### src/rtl/intc_pkg.sv
// Shared definitions for the interrupt controller: register offsets,
// FSM state encoding, default source count and the bus request bundle.
package intc_pkg;

  localparam int NUM_SRC_DEF = 6;

  localparam logic [2:0] REG_PENDING = 3'd0;
  localparam logic [2:0] REG_MASK    = 3'd2;
  localparam logic [2:0] REG_ISR     = 3'd4;
  localparam logic [2:0] REG_VECTOR  = 3'd6;

  typedef enum logic [1:0] {
    ST_IDLE    = 2'd0,
    ST_REQ     = 2'd1,
    ST_SERVICE = 2'd2
  } intc_state_e;

  typedef struct packed {
    logic        rd;
    logic        wr;
    logic [2:0]  addr;
    logic [15:0] wdata;
  } intc_bus_req_t;

endpackage

### src/rtl/intc_prio_enc.sv
// Fixed-priority encoder: lowest set index wins, reported with a valid flag.
module intc_prio_enc
  import intc_pkg::*;
#(
  parameter int N = NUM_SRC_DEF
) (
  input  logic [N-1:0] req,
  output logic         valid,
  output logic [3:0]   idx
);

  // Scan high to low so the last hit, i.e. the lowest index, is kept.
  always_comb begin
    valid = 1'b0;
    idx   = 4'd0;
    for (int i = N - 1; i >= 0; i--) begin
      if (req[i]) begin
        valid = 1'b1;
        idx   = 4'(i);
      end
    end
  end

endmodule

### src/rtl/interrupt_ctrl.sv
// Edge-triggered, maskable, priority interrupt controller with CPU handshake.
// Optional nested preemption from SERVICE is enabled by macro INTC_NESTING_EN.
module interrupt_ctrl
  import intc_pkg::*;
#(
  parameter int NUM_SRC = NUM_SRC_DEF
) (
  input  logic               clock,
  input  logic               reset,
  input  logic [NUM_SRC-1:0] irq_n,
  input  logic               intrCtrl,
  input  logic               read_enable,
  input  logic               write_enable,
  input  logic [2:0]         address,
  input  logic [15:0]        write_data_in,
  output logic [15:0]        read_data_out,
  output logic               int_req,
  input  logic               int_ack,
  output logic [3:0]         int_vector
);

  intc_bus_req_t bus;
  assign bus.rd    = intrCtrl & read_enable;
  assign bus.wr    = intrCtrl & write_enable & ~read_enable;
  assign bus.addr  = address;
  assign bus.wdata = write_data_in;

  logic unused_bus;
  assign unused_bus = ^bus.wdata;

  logic [NUM_SRC-1:0] irq_q, pending, mask, isr;
  logic [NUM_SRC-1:0] edge_set, pending_nxt, isr_nxt, isr_after_eoi;
  logic [NUM_SRC-1:0] vec_hot, top_hot;
  intc_state_e        state, state_nxt;
  logic [3:0]         vec_nxt;
  logic               ack_take;
  logic               wr_pend, wr_mask, eoi;
  logic               cand_valid, isr_valid;
  logic [3:0]         cand_idx, isr_top;
  logic [15:0]        rd_mux;

  assign edge_set = irq_q & ~irq_n;
  assign wr_pend  = bus.wr && (bus.addr == REG_PENDING);
  assign wr_mask  = bus.wr && (bus.addr == REG_MASK);
  assign eoi      = bus.wr && (bus.addr == REG_ISR);

  intc_prio_enc #(.N(NUM_SRC)) u_cand_enc (
    .req   (pending & ~mask),
    .valid (cand_valid),
    .idx   (cand_idx)
  );

  intc_prio_enc #(.N(NUM_SRC)) u_isr_enc (
    .req   (isr),
    .valid (isr_valid),
    .idx   (isr_top)
  );

  always_comb begin
    vec_hot = '0;
    top_hot = '0;
    for (int i = 0; i < NUM_SRC; i++) begin
      vec_hot[i] = (int_vector == 4'(i));
      top_hot[i] = isr_valid && (isr_top == 4'(i));
    end
  end

  assign isr_after_eoi = isr & ~(eoi ? top_hot : '0);

  always_comb begin
    state_nxt = state;
    vec_nxt   = int_vector;
    ack_take  = 1'b0;
    unique case (state)
      ST_IDLE: begin
        if (cand_valid) begin
          state_nxt = ST_REQ;
          vec_nxt   = cand_idx;
        end
      end
      ST_REQ: begin
        if (int_ack) begin
          ack_take  = 1'b1;
          state_nxt = ST_SERVICE;
        end
      end
      ST_SERVICE: begin
        if (eoi) begin
          if (isr_after_eoi == '0) state_nxt = ST_IDLE;
        end
`ifdef INTC_NESTING_EN
        // Only a strictly higher-priority source may preempt the active one.
        else if (cand_valid && isr_valid && (cand_idx < isr_top)) begin
          state_nxt = ST_REQ;
          vec_nxt   = cand_idx;
        end
`endif
      end
      default: state_nxt = ST_IDLE;
    endcase
  end

  // A fresh edge beats both the W1C clear and the acknowledge clear.
  assign pending_nxt = (pending
                        & ~(wr_pend ? bus.wdata[NUM_SRC-1:0] : '0)
                        & ~(ack_take ? vec_hot : '0))
                       | edge_set;
  assign isr_nxt = isr_after_eoi | (ack_take ? vec_hot : '0);

  always_comb begin
    rd_mux = 16'h0000;
    case (bus.addr)
      REG_PENDING: rd_mux = 16'(pending);
      REG_MASK:    rd_mux = 16'(mask);
      REG_ISR:     rd_mux = 16'(isr);
      REG_VECTOR:  rd_mux = {12'h000, int_vector};
      default:     rd_mux = 16'h0000;
    endcase
  end

  always_ff @(posedge clock) begin
    if (reset) begin
      irq_q         <= '1;
      pending       <= '0;
      mask          <= '1;
      isr           <= '0;
      state         <= ST_IDLE;
      int_vector    <= 4'd0;
      read_data_out <= 16'h0000;
    end else begin
      irq_q      <= irq_n;
      pending    <= pending_nxt;
      isr        <= isr_nxt;
      state      <= state_nxt;
      int_vector <= vec_nxt;
      if (wr_mask) mask <= bus.wdata[NUM_SRC-1:0];
      if (bus.rd) read_data_out <= rd_mux;
    end
  end

  assign int_req = (state == ST_REQ);

endmodule

### config.mk
export PLATFORM = sky130hd
export DESIGN_NAME = interrupt_ctrl
export DESIGN_NICKNAME = d
export VERILOG_FILES = /design/src/rtl/intc_pkg.sv /design/src/rtl/intc_prio_enc.sv /design/src/rtl/interrupt_ctrl.sv
export SDC_FILE = /design/constraint.sdc
export NUM_CORES = 1
export LEC_CHECK = 0
export CAP_MARGIN = 20
export CORE_MARGIN = 2
export CORE_UTILIZATION = 30
export CTS_BUF_LIST = sky130_fd_sc_hd__clkbuf_4
export DETAILED_ROUTE_END_ITERATION = 16
export SETUP_SLACK_MARGIN = 0.1
export SYNTH_ARGS = -nofsm -noshare
export SYNTH_HDL_FRONTEND = slang
export SYNTH_SLANG_ARGS = --single-unit
### constraint.sdc
create_clock -name clock -period 2.4 [get_ports clock]
set_clock_uncertainty 0.15 [all_clocks]
set_input_delay 0.48 -clock clock [delete_from_list [all_inputs] [get_ports clock]]
set_output_delay 0.48 -clock clock [all_outputs]
set_load 0.1 [all_outputs]
==> reports/metrics.yaml <==
run_status:
  outcome: "finished clean"
synth:
  yosysTopAreaCellShare_pct: 41.15
  syn_area_mm2: 0.001703
  seq_area_frac_synth_pct: 41.15
  netlist_top_cells_area: "dfxtp_1 41%, nor2_1 5.1%, buf_4 4.8%, mux4_1 4.6%, nor2b_1 4.4%"
  async_flop_share_pct: 0
  syn_inst: 190
  synth_edf_count: 0
  yosysUniqueCellTypes: 39
  yosys_warnings: 0
  ys.flop_type: "dfxtp_1"
  avgSynthCellArea_um2: 8.963
  ys_seq_elements: 35
  yosysTopAreaCell: "dfxtp_1"
setup_path:
  cp_max_fo: 2
  cp-startpoint: "address[0]"
  timing.rr.end: "state[1]"
  timing.setup.critical_path_class: "input port to flip-flop"
  r2r_slack_ps: 270
  critPathMaxStageDelay_ps: 440
  reg2reg_from: "isr[2]"
  worstPathCellList: "clkdlybuf4s50_1, or3b_4, or4_4, maj3_2, o41a_1"
  critPathArrivalTime_ps: 2340
  start_kind: "input port"
  end_kind: "flip-flop"
  cp.required_ps: 2480
  crit_end: "state[1]"
  ff2ff_path_depth: 4
  cpMaxStageDelayCell: "clkdlybuf4s50_1"
clocking:
  h-tree-depth: 2
  post_cts_buffers: 0
  hold_buffers: 0
  clock-sinks: 35
  cts_buffers: 5
  cts_tree: "built"
  cts_buffer_depth: 2
  clk_latency_ps: 340
  cts_resized: 0
  cts.reportedPaths.clkPinSlew_ps: 100
  clockRootBuffer: "clkbuf_4"
grt:
  grt_max_degree: 31
  grt_pass1_vias: 1321
  grt_pass1_wl_um: 6437
  track_usage_pct: 13.59
  antenna_found_initial: 0
  overflow: 0
floorplanning:
  die_h_um: 79.34
  start_util_pct: 30.92
  row_count: 27
  num_io_pins: 52
  core_area_mm2: 0.005507
  die_w_um: 79.34
  die-area_mm2: 0.006295
place:
  pre_cts_slack_ps: -239.3
  portBuffers: 30
  place_inst: 295
  dp_hpwl_um: 2893
  dpl-instance-area_mm2: 0.002073
  gp_congestion: 0.8584
sta:
  period_needed_ps: 2261
  rsz0062_at_grt: "no"
  slew_violations: 0
  fmax_mhz: 442.2
  hold_violations: 0
  finalCritPeriodShare_pct: 94.22
  setup_violations: 0
  fin_ws_ps: 138.7
finish:
  area_growth_pct: 25.57
  multiInputGateArea_um2: 882.1
  drive_gt1_share_pct: 16.02
  final_common_cell: "dfxtp_1"
  fin_util_pct: 38.83
  fin_nets: 261
  stdcell_count: 303
  fin_area_mm2: 0.002138
  mostFrequentLayoutCells: "35 x dfxtp_1, 23 x nor2_1, 21 x buf_4"
  fillers: 574
  regArea_um2: 700.7
  antennaDiodeCount: 0
power_and_ir_drop:
  peakVddDrop_uv: 166.2
  power_density_mw_per_mm2: 548.7
  finalPower_mw: 1.173
  p_leak_nw: 0.8627
route:
  vias: 1441
  postRouteAntennaNets: 0
  firstDrtPassIters: 4
  viasPerCell: 4.756
  wl_per_cell_um: 12.73
  drc: 0
  routed_wl_um: 3858
  drtIter0Drc: 37
job:
  cap_violations: 0
min_path:
  min_path_type: "flip-flop to flip-flop"
==> cell families after synthesis <==
kind of cell               after synthesis  share of synthesized area [%]
muxes                                    7                          6.981
AOI/OAI and AO/OA                       42                          17.86
buffers and inverters                   30                          9.551
DFF                                     35                          41.15
adders and majority gates                2                          1.249
and+or+nand+nor                         73                          23.00
other                                    1                         0.2202
==> registers in the layout, indices dropped and copies added (netlist names) <==
register / count
int_vector: 3
irq_q: 6
isr: 6
mask: 6
pending: 6
read_data_out: 6
state: 2
==> synth_stat cells, types with 4 or more instances <==
master    number
inv_1         12
a22oi_1        6
nor2_1        23
nand2_1       11
nand3b_1       4
o21ai_0        6
a211o_1        6
nand2b_1       7
a32o_1         6
dfxtp_1       35
mux2i_1        4
a21oi_1       11
nor2b_1       12
clkbuf_1       4
buf_4         11
==> power breakdown <==
group	switching, mW	internal, mW
clock	0.194	0.137
sequential	0.0135	0.602
combinational	0.150	0.0768
total	0.358	0.815
==> per-layer routing <==
layer	share of wire (%)	wire length (µm)	track usage (%)
met5	0	0	0
met4	1.8	68	6.034
met3	5.6	216	4.091
met2	44	1700	20.34
met1	49	1872	18.00
==> how the worst min path moves through the flow <==
stage / from / to / slack [ps] / cells after the start
after floorplan: irq_q[0] / pending[0] / 270 / 1
after global placement: irq_q[2] / pending[2] / 270 / 1
after detailed placement: irq_q[5] / pending[5] / 280 / 1
after CTS: irq_q[1] / pending[1] / 310 / 1
after global routing: irq_q[1] / pending[1] / 310 / 1
final: irq_q[4] / pending[4] / 300 / 1
==> metrics by stage <==
stage	hold WS (ps)	TNS, ps
CTS	307.5	0
global placement	274.3	-909.6
floorplan	269.2	0
global route	314.4	0
finish	302.0	0
detailed placement	281.6	-972.1
==> critical path: cells and delay by family <==
family                   cells  cell delay (ps)
AND/OR/NAND/NOR              2              810
adder cells (fa/ha/maj)      1              320
buffers and inverters        1              440
AO/OA/AOI/OAI                1              300
==> layout make-up <==
cell class | count | share of cell area, %
well taps | 72 | 4.213
clock buffers | 7 | 2.458
repair buffers | 41 | 16.97
flip-flops and latches | 35 | 32.77
inverters | 12 | 2.106
clock inverters | 1 | 0.2341
multi-input cells | 135 | 41.25
No activity file was read; power rests on OpenSTA's default activity.
